File: src/rtl/wir_decoded_if.sv
// Wrapper serial port bundle between the WIR and the wrapper control logic.
// Latency: n/a (wires only).
// Backpressure: none; the master drives enables and the WIR responds every WRCK edge.
interface wir_decoded_if #(
    parameter int WIR_LEN = 4
);
    logic               wir_si;
    logic               wir_shift;
    logic               wir_capture;
    logic               wir_update;
    logic               wir_so;
    logic [WIR_LEN-1:0] wir_instr;
    logic [11:0]        wir_dec;
    logic               wir_illegal;
    logic               wir_len_err;

    // Serial-port controller side: drives the scan enables and data.
    modport master (
        output wir_si, wir_shift, wir_capture, wir_update,
        input  wir_so, wir_instr, wir_dec, wir_illegal, wir_len_err
    );

    // WIR side: consumes the scan enables, presents the decoded instruction.
    modport slave (
        input  wir_si, wir_shift, wir_capture, wir_update,
        output wir_so, wir_instr, wir_dec, wir_illegal, wir_len_err
    );
endinterface

File: src/rtl/wir_decoded.sv
// Encoded IEEE 1500 WIR with shift-length check and one-hot instruction decode.
// Latency: wir_so one edge after shift/capture; decode is combinational from the update register.
// Backpressure: none; updates after a wrong-length scan are dropped and flagged in wir_len_err.
module wir_decoded #(
    parameter int                 WIR_LEN     = 4,
    parameter logic [WIR_LEN-1:0] CAPTURE_VAL = WIR_LEN'(1)
) (
    input  logic         WRCK,
    input  logic         WRSTN,
    wir_decoded_if.slave bus
);

    // Counter must hold WIR_LEN+1 so any over-shift stays distinguishable from a good scan.
    localparam int               CNT_W    = $clog2(WIR_LEN + 2);
    localparam logic [CNT_W-1:0] CNT_FULL = CNT_W'(WIR_LEN);
    localparam logic [CNT_W-1:0] CNT_SAT  = CNT_W'(WIR_LEN + 1);

    generate
        if (WIR_LEN < 4) begin : g_len_check
            $error("wir_decoded: WIR_LEN must be at least 4");
        end
    endgenerate

    logic [WIR_LEN-1:0] sr_q,  sr_d;
    logic [WIR_LEN-1:0] upd_q, upd_d;
    logic [CNT_W-1:0]   cnt_q, cnt_d;
    logic               err_q, err_d;
    logic [11:0]        dec;
    logic               illegal;

    // Next state: update samples pre-edge sr/cnt; capture/shift then override sr and cnt.
    always_comb begin
        sr_d  = sr_q;
        upd_d = upd_q;
        cnt_d = cnt_q;
        err_d = err_q;

        if (bus.wir_update) begin
            if (cnt_q == CNT_FULL) begin
                upd_d = sr_q;
                err_d = 1'b0;
            end else begin
                err_d = 1'b1;
            end
            cnt_d = '0;
        end

        if (bus.wir_capture) begin
            sr_d  = CAPTURE_VAL;
            cnt_d = '0;
        end else if (bus.wir_shift) begin
            sr_d  = {bus.wir_si, sr_q[WIR_LEN-1:1]};
            cnt_d = (cnt_q == CNT_SAT) ? CNT_SAT : cnt_q + CNT_W'(1);
        end
    end

    // State registers; synchronous reset wins over every enable.
    always_ff @(posedge WRCK) begin
        if (!WRSTN) begin
            sr_q  <= '0;
            upd_q <= '0;
            cnt_q <= '0;
            err_q <= 1'b0;
        end else begin
            sr_q  <= sr_d;
            upd_q <= upd_d;
            cnt_q <= cnt_d;
            err_q <= err_d;
        end
    end

    // Opcodes 12 and above fall back to bypass so the decode is never all-zero.
    always_comb begin
        dec     = 12'h001;
        illegal = 1'b0;
        if (upd_q < WIR_LEN'(12)) begin
            dec = 12'h001 << upd_q;
        end else begin
            illegal = 1'b1;
        end
    end

    assign bus.wir_so      = sr_q[0];
    assign bus.wir_instr   = upd_q;
    assign bus.wir_dec     = dec;
    assign bus.wir_illegal = illegal;
    assign bus.wir_len_err = err_q;

endmodule

File: src/flat_wrapper.sv
// flat-port wrapper written by rule: the top's interface ports become plain ports
module wir_decoded_flat 
#(
    parameter int                 WIR_LEN     = 4,
    parameter logic [WIR_LEN-1:0] CAPTURE_VAL = WIR_LEN'(1)
)
  (WRCK, WRSTN, bus_wir_si, bus_wir_shift, bus_wir_capture, bus_wir_update, bus_wir_so, bus_wir_instr, bus_wir_dec, bus_wir_illegal, bus_wir_len_err);
  wir_decoded_if #(.WIR_LEN(WIR_LEN)) bus_i ();
  input  logic WRCK;
  input  logic WRSTN;
  input wire logic [$bits(bus_i.wir_si)-1:0] bus_wir_si;
  input wire logic [$bits(bus_i.wir_shift)-1:0] bus_wir_shift;
  input wire logic [$bits(bus_i.wir_capture)-1:0] bus_wir_capture;
  input wire logic [$bits(bus_i.wir_update)-1:0] bus_wir_update;
  output wire logic [$bits(bus_i.wir_so)-1:0] bus_wir_so;
  output wire logic [$bits(bus_i.wir_instr)-1:0] bus_wir_instr;
  output wire logic [$bits(bus_i.wir_dec)-1:0] bus_wir_dec;
  output wire logic [$bits(bus_i.wir_illegal)-1:0] bus_wir_illegal;
  output wire logic [$bits(bus_i.wir_len_err)-1:0] bus_wir_len_err;
  assign bus_i.wir_si = bus_wir_si;
  assign bus_i.wir_shift = bus_wir_shift;
  assign bus_i.wir_capture = bus_wir_capture;
  assign bus_i.wir_update = bus_wir_update;
  assign bus_wir_so = bus_i.wir_so;
  assign bus_wir_instr = bus_i.wir_instr;
  assign bus_wir_dec = bus_i.wir_dec;
  assign bus_wir_illegal = bus_i.wir_illegal;
  assign bus_wir_len_err = bus_i.wir_len_err;
  wir_decoded #(.WIR_LEN(WIR_LEN), .CAPTURE_VAL(CAPTURE_VAL)) u_core (.WRCK(WRCK), .WRSTN(WRSTN), .bus(bus_i));
endmodule
File: config.mk
export PLATFORM = sky130hd
export DESIGN_NAME = wir_decoded_flat
export DESIGN_NICKNAME = d
export VERILOG_FILES = /design/src/rtl/wir_decoded_if.sv /design/src/rtl/wir_decoded.sv /design/src/flat_wrapper.sv
export SDC_FILE = /design/constraint.sdc
export NUM_CORES = 1
export LEC_CHECK = 0
export CORE_UTILIZATION = 40
export CTS_CLUSTER_DIAMETER = 50
export DETAILED_ROUTE_END_ITERATION = 8
export PLACE_DENSITY = 0.85
export SLEW_MARGIN = 20
export SYNTH_ARGS = -nofsm -noshare
export SYNTH_HDL_FRONTEND = slang
export SYNTH_SLANG_ARGS = --single-unit
export TNS_END_PERCENT = 20
File: constraint.sdc
create_clock -name WRCK -period 1.45 [get_ports WRCK]
set_input_delay 0.29 -clock WRCK [delete_from_list [all_inputs] [get_ports WRCK]]
set_output_delay 0.29 -clock WRCK [all_outputs]
set_load 0.1 [all_outputs]
==> flow_metrics.tcl, run 1 <==
set metrics [dict create \
    io_buffers 24 \
    die_width_um 40.43 \
    post_dp_cell_area_sq_um 1224 \
    die_h_um 40.43 \
    synthCells 70 \
    postCtsSetupBuffers 10 \
    htree_levels 1 \
    row_count 13 \
    ios 25 \
    yosys_warnings 0 \
    synth-seq-area-share_pct 40.68 \
    cts-root-buf "clkbuf_4" \
    error "[ERROR DPL-0038] Utilization greater than 100%, impossible to legalize" \
    cts_resized 10 \
    clk_path_buf_depth 2 \
    gp_congestion 0.7383 \
    yosysUniqueCellTypes 22 \
    syn_nets 76 \
    dp_hpwl_um 1680 \
    status "aborted with a tool error" \
    hold_buffers 0 \
    numClockSinks 12 \
    syn_area_sq_um 590.6 \
    lastStage "clock tree synthesis (4_1_cts)" \
    cts-buffers-inserted 3 \
    ys_ff_latch 12 \
    avgSynthCellArea_sq_um 8.437 \
    initial_core_util_pct 44.28 \
]
synth_stat cells:
library cell | count | share of area [%]
o21a_1 | 1 | 1.3
nor2_1 | 11 | 7.0
nor3_1 | 6 | 5.1
buf_2 | 1 | 0.85
a211oi_1 | 1 | 1.3
dfxtp_1 | 12 | 41
a21oi_1 | 3 | 2.5
nand2_1 | 4 | 2.5
and2_1 | 1 | 1.1
inv_1 | 1 | 0.63
and3b_1 | 1 | 1.5
nor2b_1 | 5 | 5.3
and4bb_2 | 1 | 2.1
clkbuf_1 | 2 | 1.3
mux2_2 | 1 | 1.9
buf_6 | 1 | 1.9
nand2b_1 | 5 | 5.3
mux2i_1 | 7 | 12
or2_2 | 1 | 1.1
o21ai_0 | 3 | 2.5
a21boi_0 | 1 | 1.3
nor4_1 | 1 | 1.1
kinds of logic after synthesis:
group	synth area share (%)
flops	40.68
compound gates	8.898
mux	13.77
simple gates	31.99
buf+inv	4.660
per-stage QoR:
stage / std cells / hold slack (ns) / setup slack (ns) / TNS [ns]
after detailed placement: 111 / 0.5301 / -0.1004 / -0.5614
after global placement: 111 / 0.4829 / -0.01714 / -0.01996
after floorplan: 70 / 0.4075 / -0.5014 / -4.524
==> run 2: changes to the inputs <==
- CORE_AREA: not set -> 2 2 63 65
- CORE_UTILIZATION: 40 -> not set
- CTS_CLUSTER_DIAMETER: 50 -> not set
- DIE_AREA: not set -> 0 0 65 67
- PLACE_DENSITY: 0.85 -> not set
- PLACE_DENSITY_LB_ADDON: not set -> 0.15
==> flow_metrics.tcl, run 2 <==
set metrics [dict create \
    layout_setup_ws_ns -0.06047 \
    finalClockSkew_ns 0.0008462 \
    clk_latency_ns 0.24 \
    power.internal_w 0.0005587 \
    grt_pass1_wl_um 2766 \
    yosys_most_used_dff "dfxtp_1" \
    vdd_drop_max_mv 0.7192 \
    status "complete, but fails checks" \
    ys_ff_latch 12 \
    timing.hold.ws_ns 0.5082 \
    htree_levels 1 \
    vias_per_cell 3.904 \
    grt_pass1_vias 599 \
    dp_hpwl_um 1320 \
    remaining_drc_errors 0 \
    drive_above_1_share_pct 57.80 \
    gp_congestion 0.7183 \
    synth_top_area_share_pct 40.68 \
    synth_common_cells "dfxtp_1 (12), nor2_1 (11), mux2i_1 (7)" \
    cp_max_fo 7 \
    synthCells 70 \
    initial_core_util_pct 16.38 \
    core_sq_um 3606 \
    final_common_cell "buf_12" \
    r2r_cells 3 \
    power_leakage_nw 0.5047 \
    clk_path_buf_depth 2 \
    p_per_area_nw_per_um2 519.2 \
    drt_iter0_drc 8 \
    holdPathStages 2 \
    cap_violations 0 \
    numClockSinks 12 \
    layout_common_cells "buf_12 (19), buf_4 (9), dfxtp_1 (8), mux2i_1 (7)" \
    clkTransAtPathRegs_ns 0.05 \
    fin_crit_sh_pct 104.2 \
    fin_nets 116 \
    row_count 22 \
    grt_setup_unrepaired "yes" \
    worstHoldEndpoint "u_core.cnt_q[0]" \
    slew_viol_final 0 \
    cts_tree "yes" \
    slew_headroom_pct 82.61 \
    synthTopCellsByArea "dfxtp_1 (41%), mux2i_1 (12%), nor2_1 (7.0%), nand2b_1 (5.3%), nor2b_1 (5.3%)" \
    antenna_left 0 \
    synth_area_leader_cell "dfxtp_1" \
    max_freq_mhz 662.0 \
    dieArea_sq_um 4355 \
    hold_violations 0 \
    min-delay-start "u_core.cnt_q[0]" \
    cp.arrival_ns 1.22 \
    synth-seq-area-share_pct 40.68 \
    gr-total-overflow 0 \
    avgSynthCellArea_sq_um 8.437 \
    via_count 613 \
    ff2ff_setup_slack_ns 0.28 \
    synth_most_common_cell "dfxtp_1" \
    totalWireLength_um 1697 \
    cp-start-kind "register" \
    p_total_w 0.0007386 \
    firstDrtPassIters 4 \
    p_clk_share_pct 42.2 \
    async_flop_share_pct 0 \
    critPathKind "register to output port" \
    crit_path_end_kind "output port" \
    fillers 352 \
    tightest_slew_ns 0.2608 \
    syn_area_sq_um 590.6 \
    hold_buffers 0 \
    reg2reg_to "u_core.bus.wir_instr[1]" \
    yosys_warnings 0 \
    groute.usage.overall_pct 8.301 \
    switching_share_pct 24.36 \
    cts-buffers-inserted 3 \
    antenna_cells 0 \
    grt_max_degree 8 \
    ios 25 \
    finalSetupViolations 7 \
    cts-root-buf "clkbuf_8" \
    syn_nets 76 \
    wl_per_cell_um 10.81 \
    synth_edf_count 0 \
    pwr-share-comb_pct 12.2 \
    crit_required_ns 1.16 \
    switchingPower_w 0.0001799 \
    area_delta_synth_final_pct 140.9 \
    die_width_um 65 \
    min_path_type "register to register" \
    rr_startpoint "u_core.cnt_q[1]" \
    antenna_found_initial 0 \
    period_needed_ns 1.510 \
    p_seq_share_pct 45.6 \
    startpoint "u_core.bus.wir_instr[2]" \
    io_buffers 24 \
    die_h_um 67 \
    violations "setup timing" \
    yosysUniqueCellTypes 22 \
]
-- run 2: cell counts after synthesis --
Identical to the previous run, type by type.
-- run 2: area by class of cell --
| cell class | count | area [sq um] | share of cell area, % |
|---|---|---|---|
| timing repair buffer | 39 | 565.5 | 39.75 |
| multi-input combinational | 53 | 493.0 | 34.65 |
| sequential | 12 | 255.2 | 17.94 |
| tap | 48 | 60.06 | 4.222 |
| clock buffer | 3 | 41.29 | 2.902 |
| clock inverter | 1 | 3.754 | 0.2639 |
| inverter | 1 | 3.754 | 0.2639 |
-- run 2: through the flow --
stage	setup slack, ns	instance area [sq um]	utilization [%]	TNS (ns)	instances
final	-0.06047	1423	39.45	-0.2698	157
after global routing	-0.09926	1423	39.45	-0.7020	157
after CTS	-0.07652	1388	38.48	-0.3503	154
after global placement	-0.04309	1265	35.08	-0.1201	144
after detailed placement	-0.06456	1265	35.08	-0.2402	144
after floorplan	-0.5014	795.8	-	-4.524	70
-- run 2: worst max-delay path, stage by stage (launching register included) --
cell	delay, ns
dfxtp_4	0.42
buf_6	0.13
nor4_2	0.03
or2_4	0.24
buf_12	0.16
-- run 2: kinds of logic (layout without fill, tap and decap cells) --
family / count (synthesis) / after routing / synth area share [%]
buffers and inverters: 5 / 44 / 4.660
multiplexers: 8 / 8 / 13.77
flip-flops: 12 / 12 / 40.68
AND/OR/NAND/NOR: 36 / 36 / 31.99
AO/OA/AOI/OAI: 9 / 9 / 8.898
-- run 2: what timing repair did --
action / 4_1_cts / 5_1_grt
resized for setup: 9 / 3
pin swaps: 4 / 4
buffers inserted: 6 / 3
gates cloned: 0 / 0
setup endpoints to repair: 12 / 13
-- run 2: power groups by stage --
stage                     registers (W)  clock network (W)  logic [W]
final                          0.000337           0.000312  0.0000901
after global routing           0.000337           0.000337  0.0000949
after CTS                      0.000337           0.000317  0.0000905
after detailed placement       0.000344                  0  0.0000903
after global placement         0.000344                  0  0.0000899
after floorplan                0.000367                  0  0.0000225
-- run 2: how the worst max path moves through the flow --
stage | slack, ns | to
4_1_cts | -0.08 | bus_wir_dec[0]
3_3_place_gp | -0.04 | u_core.bus.wir_instr[0]
5_1_grt | -0.1 | bus_wir_dec[4]
6_report | -0.06 | bus_wir_dec[0]
2_1_floorplan | -0.50 | bus_wir_dec[2]
3_5_place_dp | -0.06 | u_core.bus.wir_instr[1]
-- run 2: metal layers --
layer	global-route usage [%]	wire [um]
met1	10.01	730
met2	13.92	848
met3	2.872	118
met4	2.394	0
met5	0	0
Note: power is estimated with default switching activity, not from simulation.
